===== src/rtl/cp0_regfile_ext.sv =====
// CP0 register file beside WB: Status, Cause, EPC, BadVAddr, Count, Compare,
// external interrupt synchronisation, Count-based timer interrupt and a registered interrupt request.

module cp0_int_sync #(
  parameter int STAGES = 2
) (
  input  logic clk,
  input  logic reset,
  input  logic d,
  output logic q
);
  logic [STAGES-1:0] ff;

  always_ff @(posedge clk) begin
    if (reset) ff <= '0;
    else begin
      ff[0] <= d;
      for (int i = 1; i < STAGES; i++) ff[i] <= ff[i-1];
    end
  end

  assign q = ff[STAGES-1];
endmodule

module cp0_regfile_ext #(
  parameter int EXT_INT_W   = 6,
  parameter int SYNC_STAGES = 2,
  parameter int COUNT_DIV   = 2,
  parameter int TIMER_LINE  = 7
) (
  input  logic                 clk,
  input  logic                 reset,
  input  logic [EXT_INT_W-1:0] ext_int,
  input  logic                 mtc0_we,
  input  logic [7:0]           c0_addr,
  input  logic [31:0]          c0_wdata,
  input  logic                 wb_ex,
  input  logic                 wb_bd,
  input  logic [4:0]           wb_excode,
  input  logic [31:0]          wb_pc,
  input  logic [31:0]          wb_badvaddr,
  input  logic                 eret_flush,
  output logic [31:0]          c0_rdata,
  output logic [31:0]          c0_epc,
  output logic                 has_int,
  output logic                 timer_int
);
  localparam logic [4:0] R_BADV = 5'd8,  R_COUNT = 5'd9,  R_CMP = 5'd11,
                         R_STAT = 5'd12, R_CAUSE = 5'd13, R_EPC = 5'd14;
  localparam int DW = (COUNT_DIV > 1) ? $clog2(COUNT_DIV) : 1;
  localparam logic [DW-1:0] DIV_MAX = DW'(COUNT_DIV - 1);

  typedef struct packed {
    logic        ex;
    logic        bd;
    logic [4:0]  excode;
    logic [31:0] pc;
    logic [31:0] badvaddr;
  } wb_req_t;

  wb_req_t wb;
  assign wb = '{ex: wb_ex, bd: wb_bd, excode: wb_excode, pc: wb_pc, badvaddr: wb_badvaddr};

  logic [7:0]    status_im;
  logic          status_exl, status_ie;
  logic          cause_bd, cause_ti;
  logic [5:0]    cause_ip_hw;
  logic [1:0]    cause_ip_sw;
  logic [4:0]    cause_exc;
  logic [31:0]   epc, badvaddr, count, compare;
  logic [DW-1:0] div;

  // Write decode; exception and ERET commits squash any same-cycle MTC0.
  logic [4:0] reg_idx;
  logic       sel_ok, wr;
  logic       wr_status, wr_cause, wr_epc, wr_badv, wr_count, wr_cmp;

  assign reg_idx   = c0_addr[7:3];
  assign sel_ok    = (c0_addr[2:0] == 3'd0);
  assign wr        = mtc0_we & sel_ok & ~wb.ex & ~eret_flush;
  assign wr_status = wr & (reg_idx == R_STAT);
  assign wr_cause  = wr & (reg_idx == R_CAUSE);
  assign wr_epc    = wr & (reg_idx == R_EPC);
  assign wr_badv   = wr & (reg_idx == R_BADV);
  assign wr_count  = wr & (reg_idx == R_COUNT);
  assign wr_cmp    = wr & (reg_idx == R_CMP);

  logic [EXT_INT_W-1:0] ext_sync;
  logic [5:0]           ip_hw_nxt;

  for (genvar i = 0; i < EXT_INT_W; i++) begin : g_sync
    cp0_int_sync #(.STAGES(SYNC_STAGES)) u_sync (
      .clk   (clk),
      .reset (reset),
      .d     (ext_int[i]),
      .q     (ext_sync[i])
    );
  end

  // IP[2+k]: synchronised line k (if present) OR'd with TI on the timer line.
  for (genvar k = 0; k < 6; k++) begin : g_ip
    logic ext_bit, ti_bit;
    if (k < EXT_INT_W) begin : g_ext
      assign ext_bit = ext_sync[k];
    end else begin : g_noext
      assign ext_bit = 1'b0;
    end
    assign ti_bit       = (k + 2 == TIMER_LINE) ? cause_ti : 1'b0;
    assign ip_hw_nxt[k] = ext_bit | ti_bit;
  end

  always_ff @(posedge clk) begin
    if (reset) begin
      status_im  <= '0;
      status_exl <= 1'b0;
      status_ie  <= 1'b0;
    end else if (wb.ex) begin
      status_exl <= 1'b1;
    end else if (eret_flush) begin
      status_exl <= 1'b0;
    end else if (wr_status) begin
      status_im  <= c0_wdata[15:8];
      status_exl <= c0_wdata[1];
      status_ie  <= c0_wdata[0];
    end
  end

  // A nested exception (EXL already set) keeps the original BD/EPC.
  always_ff @(posedge clk) begin
    if (reset) begin
      cause_bd  <= 1'b0;
      cause_exc <= '0;
      epc       <= '0;
    end else if (wb.ex) begin
      cause_exc <= wb.excode;
      if (!status_exl) begin
        cause_bd <= wb.bd;
        epc      <= wb.bd ? wb.pc - 32'd4 : wb.pc;
      end
    end else if (wr_epc) begin
      epc <= c0_wdata;
    end
  end

  always_ff @(posedge clk) begin
    if (reset) begin
      badvaddr <= '0;
    end else if (wb.ex && (wb.excode == 5'd4 || wb.excode == 5'd5)) begin
      badvaddr <= wb.badvaddr;
    end else if (wr_badv) begin
      badvaddr <= c0_wdata;
    end
  end

  always_ff @(posedge clk) begin
    if (reset) begin
      cause_ip_sw <= '0;
      cause_ip_hw <= '0;
    end else begin
      cause_ip_hw <= ip_hw_nxt;
      if (wr_cause) cause_ip_sw <= c0_wdata[9:8];
    end
  end

  always_ff @(posedge clk) begin
    if (reset) begin
      count <= '0;
      div   <= '0;
    end else if (wr_count) begin
      count <= c0_wdata;
      div   <= '0;
    end else if (div == DIV_MAX) begin
      count <= count + 32'd1;
      div   <= '0;
    end else begin
      div <= div + DW'(1);
    end
  end

  // TI is sticky; a Compare write wins over a same-cycle match.
  always_ff @(posedge clk) begin
    if (reset) begin
      compare  <= '0;
      cause_ti <= 1'b0;
    end else if (wr_cmp) begin
      compare  <= c0_wdata;
      cause_ti <= 1'b0;
    end else if (count == compare) begin
      cause_ti <= 1'b1;
    end
  end

  always_ff @(posedge clk) begin
    if (reset)                    has_int <= 1'b0;
    else if (wb.ex || eret_flush) has_int <= 1'b0;
    else has_int <= (|({cause_ip_hw, cause_ip_sw} & status_im)) & status_ie & ~status_exl;
  end

  logic [31:0] status_r, cause_r;
  assign status_r = {9'b0, 1'b1, 6'b0, status_im, 6'b0, status_exl, status_ie};
  assign cause_r  = {cause_bd, cause_ti, 14'b0, cause_ip_hw, cause_ip_sw, 1'b0, cause_exc, 2'b0};

  always_comb begin
    c0_rdata = '0;
    if (sel_ok) begin
      case (reg_idx)
        R_BADV:  c0_rdata = badvaddr;
        R_COUNT: c0_rdata = count;
        R_CMP:   c0_rdata = compare;
        R_STAT:  c0_rdata = status_r;
        R_CAUSE: c0_rdata = cause_r;
        R_EPC:   c0_rdata = epc;
        default: c0_rdata = '0;
      endcase
    end
  end

  assign c0_epc    = epc;
  assign timer_int = cause_ti;
endmodule


===== config.mk =====
export PLATFORM = sky130hd
export DESIGN_NAME = cp0_regfile_ext
export DESIGN_NICKNAME = d
export VERILOG_FILES = /design/src/rtl/cp0_regfile_ext.sv
export SDC_FILE = /design/constraint.sdc
export NUM_CORES = 1
export LEC_CHECK = 0
export ABC_AREA = 1
export CORE_MARGIN = 2
export CORE_UTILIZATION = 50
export CTS_BUF_LIST = sky130_fd_sc_hd__clkbuf_2
export DETAILED_ROUTE_END_ITERATION = 7
export PLACE_DENSITY_LB_ADDON = 0.1
export SETUP_SLACK_MARGIN = 0.4
export SLEW_MARGIN = 0
export SYNTH_ARGS = -nofsm -noshare
export SYNTH_HDL_FRONTEND = slang
export SYNTH_HIERARCHICAL = 1
export SYNTH_SLANG_ARGS = --single-unit

===== constraint.sdc =====
create_clock -name clk -period 5.9 [get_ports clk]
set_input_delay 1.77 -clock clk [delete_from_list [all_inputs] [get_ports clk]]
set_output_delay 1.77 -clock clk [all_outputs]
set_load 0.03 [all_outputs]

Yosys cells after proc, flatten, opt, wreduce, memory -nomap -nowiden
Cells that the tools add are included.
{"block": "op_classes", "eq_ne": 10, "bitwise_logic": 16, "mux": 13, "add_sub_neg": 3, "n_reduce_logical": 15}
{"cell": "32-bit two-way mux", "n": 9}
{"cell": "32-bit one-hot mux with 6 select lines", "n": 1}
{"cell": "32-bit by 1-bit adder with 32-bit output, second input constant", "n": 1}
{"cell": "32-bit == test", "n": 1}
{"cell": "32-bit by 3-bit subtractor with 32-bit output, second input constant", "n": 1}
{"cell": "5-bit by 4-bit == test with 1-bit output, second input constant", "n": 6}
{"cell": "1-bit AND", "n": 11}
{"cell": "5-bit by 3-bit == test with 1-bit output, second input constant", "n": 2}
{"cell": "8-bit AND", "n": 1}
{"cell": "8-bit OR reduction", "n": 1}
{"cell": "2-bit nonzero test", "n": 3}
{"cell": "2-bit AND reduction", "n": 2}
{"cell": "2-bit OR reduction", "n": 2}
{"cell": "3-bit zero test", "n": 1}
{"cell": "1-bit two-way mux", "n": 3}
{"cell": "1-bit NOT", "n": 3}
{"cell": "3-bit AND reduction", "n": 1}
{"cell": "3-bit nonzero test", "n": 1}
{"cell": "3-bit OR reduction", "n": 1}
{"cell": "1-bit logical OR", "n": 2}
{"cell": "2-bit != test, second input constant", "n": 1}
{"cell": "1-bit adder, second input constant", "n": 1}
{"cell": "1-bit logical AND", "n": 1}
{"cell": "1-bit bitwise OR", "n": 1}
{"block": "word_totals", "out_inout_bits": 66, "reg_bits": 167, "word_cells": 77}

Logic depth before layout (Yosys ltp)
{"block": "depth", "depth_word": 8, "depth_mapped": 13, "depth_no_buf": 13}

Modules after synthesis
The synthesis kept the hierarchy.
{"mod": "cp0_regfile_ext", "cells_per_inst": 1429, "area_per_inst_um2": 9349.0, "instances": 1}
{"mod": "cp0_int_sync", "cells_per_inst": 6, "area_per_inst_um2": 55.1, "instances": 6}

Worst setup path after synthesis
Ideal clock, no wire load.
{"block": "synth_timing", "kind": "input to output", "from": "in c0_addr[7]", "to": "out c0_rdata[2]", "t_arrival_ps": 3186, "setup_slack_ps": 944, "required_time_ps": 4130, "path_stages": 8, "path_cell_list": "inv_1 -> nand3_2 -> inv_1 -> nand2_1 -> inv_1 -> clkbuf_1 -> nand2_1 -> a41oi_1"}
{"block": "synth_between", "elab_chain_cells": 3}
{"item": "start: declaration", "line_no": "35", "rtl": "input logic [7:0] c0_addr,"}
{"item": "5-bit by 4-bit == test with 1-bit output", "line_no": "206", "rtl": "case (reg_idx)"}
{"item": "32-bit one-hot mux with 6 select lines (*)", "line_no": "206"}
{"item": "32-bit two-way mux (*)", "line_no": "205", "rtl": "if (sel_ok) begin"}
{"item": "end: declaration", "line_no": "43", "rtl": "output logic [31:0] c0_rdata,"}
Mark *: on every way between the ends. The rest lies on a longest branch, timed or not.

Worst setup path after layout
{"block": "layout_timing", "from": "in c0_addr[4]", "to": "out c0_rdata[12]"}
The elaborated chain is that of the path after synthesis.

==> impl_metrics.py <==
metrics = {
    "outcome": {
        "outcome": "finished clean",
    },
    "synth": {
        "synth_warnings": 6,
        "synth_top_cell_by_area": "dfxtp_1",
        "synthesis.nets": 1588,
        "ys_ff_latch": 167,
        "synth_top_area_share_pct": 34.5,
        "synthTopCellsByArea": "dfxtp_1, nand2_1, o21ai_0",
        "synthCells": 1465,
        "synth_area_per_cell_um2": 6.61,
        "ys_types": 48,
        "syn_area_mm2": 0.00968,
        "synth_seq_area_share_pct": 34.5,
    },
    "sta": {
        "setup_tns_ns": 0,
        "fin_skew_ns": 0.0366,
        "finalCritPeriodShare_pct": 92.7,
        "period_minus_slack_ns": 5.47,
        "slew_violations": 0,
        "maxSlewHeadroom_pct": 29.1,
        "rsz0062_at_grt": "yes",
        "finalHoldWorstSlack_ns": 0.422,
        "tightest_slew_ns": 1.06,
        "final-hold-violation-count": 0,
        "setup_violations": 0,
        "fmax_mhz": 183,
    },
    "cells_and_area": {
        "mostFrequentLayoutCell": "nand2_1",
        "nets": 1727,
        "area_growth_pct": 24.7,
        "fin_area_mm2": 0.0121,
        "final_cell_mix": "nand2_1, nor2_1, dfxtp_1, clkdlybuf4s50_1, o21ai_0",
        "utilization_pct": 64.1,
        "drive_gt1_share_pct": 7.67,
        "fin_cells": 1878,
    },
    "setup_path": {
        "r2r_slack_ns": 3.66,
        "critPathCaptureType": "output pin",
        "cp_slowest_cell": "clkdlybuf4s50_1",
        "r2r.worst_path.cells": 5,
        "slowest_delay_ns": 0.50,
        "cp.arrival_ns": 3.70,
        "cp.required_ns": 4.13,
        "critical-path-top-delay-family": "buffers and inverters",
        "critPathLaunchType": "primary input",
        "crit_chain": "clkdlybuf4s50_1 > inv_1 > nand2_2 > nor2_8 > inv_2 > o21ai_0 > a21oi_1 > a41oi_2 > buf_12",
        "crit_cells": 9,
        "worst-setup-path-type": "in2out",
        "cp_max_fo": 25,
        "worstPathBufferInverterCount": 4,
    },
    "drt": {
        "drtIter0Drc": 1237,
        "drt-vias-per-instance": 5.86,
        "routedWlPerCell_um": 19.9,
        "vias": 11003,
        "ant_nets": 0,
        "drt_wl_total_um": 37400,
        "drc": 0,
        "dr.pass1.iters": 5,
    },
    "die": {
        "ios": 187,
        "die_x_um": 143,
        "placement_rows": 50,
        "die_h_um": 143,
        "die-area_mm2": 0.0205,
        "start_util_pct": 51.4,
        "core_mm2": 0.0188,
    },
    "power": {
        "power.density_mw_per_mm2": 189,
        "ir_drop_mv": 0.149,
        "p_leak_nw": 4.64,
    },
    "global_route": {
        "grt_pass1_vias": 10037,
        "antenna_found_initial": 1,
        "overflow": 0,
        "grt_start_max_net_pins": 70,
        "grt_pass1_wl_um": 56900,
        "track_usage_pct": 36.3,
    },
    "flow_run": {
        "maxCapViolations": 0,
    },
    "hold_path": {
        "hp-class": "reg2reg",
        "hold_depth": 2,
    },
    "clocking": {
        "cts.clk_slew.worst_paths_ns": 0.29,
        "cts_tree": "done",
        "clock_sinks": 167,
        "cts_root_buf": "clkbuf_2",
        "clock_latency_ns": 0.78,
        "cts_buffers": 17,
        "cts.htree.levels": 4,
        "clk_path_buf_depth": 2,
        "cts_setup_buffers": 0,
    },
    "place": {
        "dp_cells": 1845,
        "io_buffers": 186,
        "place_congestion": 0.996,
        "dpl.hpwl_um": 27600,
        "place_area_mm2": 0.0117,
    },
}
## repair_timing
action / 4_1_cts / 5_1_grt
resized for setup: 1 / 11
setup endpoints to repair: 23 / 24
pin swaps: 0 / 1
hold buffers: 0 / 0
endpoints found under the hold margin: 0 / 0
## cells in the mapped netlist (all sizes together)
cell,n
a211oi,2
clkbuf,50
o22ai,12
dfxtp,167
a21oi,119
nor3,27
nand2,328
o21bai,2
a22oi,7
o211ai,4
or2,5
and2,3
nand3,43
buf,33
nor2,183
a21boi,1
o21a,1
xor2,34
nand4,50
a22o,1
inv,137
a221oi,15
o221ai,1
o2111ai,1
clkinv,2
a41oi,11
ha,2
xnor2,23
o21ai,149
a31oi,52
## power by group
group          switching [mW]  internal (mW)
clock network           0.487          0.226
registers              0.0340           1.17
logic                   0.222          0.150
total                   0.743           1.54
## registers in the layout, indices dropped and copies added (netlist names)
| register | count |
|---|---|
| has_int | 1 |
| c0_epc | 32 |
| cause_bd | 1 |
| badvaddr | 32 |
| count | 32 |
| div | 1 |
| cause_ip_sw | 2 |
| g_sync.u_sync/ff | 12 |
| cause_ip_hw | 6 |
| cause_exc | 5 |
| status_exl | 1 |
| status_im | 8 |
| compare | 32 |
| timer_int | 1 |
| status_ie | 1 |
## cells by family after synthesis
kind of cell / share of synthesized area [%]
AOI/OAI and AO/OA: 22.2
xor gates and xnor gates: 5.16
adders and majority gates: 0.258
buffers and inverters: 9.48
DFF: 34.5
and+or+nand+nor: 28.4
## layout make-up
class / count / area (um2)
Tap cell: 260 / 325
Timing Repair Buffer: 203 / 2110
Clock buffer: 17 / 85.1
Fill cell: 1787 / 6760
Antenna cell: 1 / 2.50
Clock inverter: 15 / 199
Sequential cell: 167 / 3340
Multi-Input combinational cell: 1076 / 5460
Inverter: 139 / 554
## stage by stage
step           setup WS [ns]  power [mW]
2_1_floorplan          0.944        1.38
3_5_place_dp           0.265        1.58
5_1_grt                0.317        2.36
4_1_cts                0.411        2.28
6_report               0.433        2.28
3_3_place_gp           0.328        1.58
## per-layer routing
layer	track usage, %	wire (um)	part of all wire [%]
met5	0	0	0
met3	5.84	3330	8.9
met1	47.0	15200	41
met4	17.4	1760	4.7
met2	59.1	17200	46
## worst register-to-register path: cells and delay by family (launching register included)
kind	cells	cell delay [ns]
buffers and inverters	1	0.45
AND/OR/NAND/NOR	1	0.11
flip-flops	1	0.41
AO/OA/AOI/OAI	3	1.21
## final timing paths
path | start | to
setup / recovery | c0_addr[4] | c0_rdata[12]
hold / removal | g_sync[4].u_sync/ff[0] | g_sync[4].u_sync/ff[1]
setup reg to reg | status_exl | c0_epc[18]
hold reg to reg | g_sync[4].u_sync/ff[0] | g_sync[4].u_sync/ff[1]
Power figures use the tool's default switching activity.
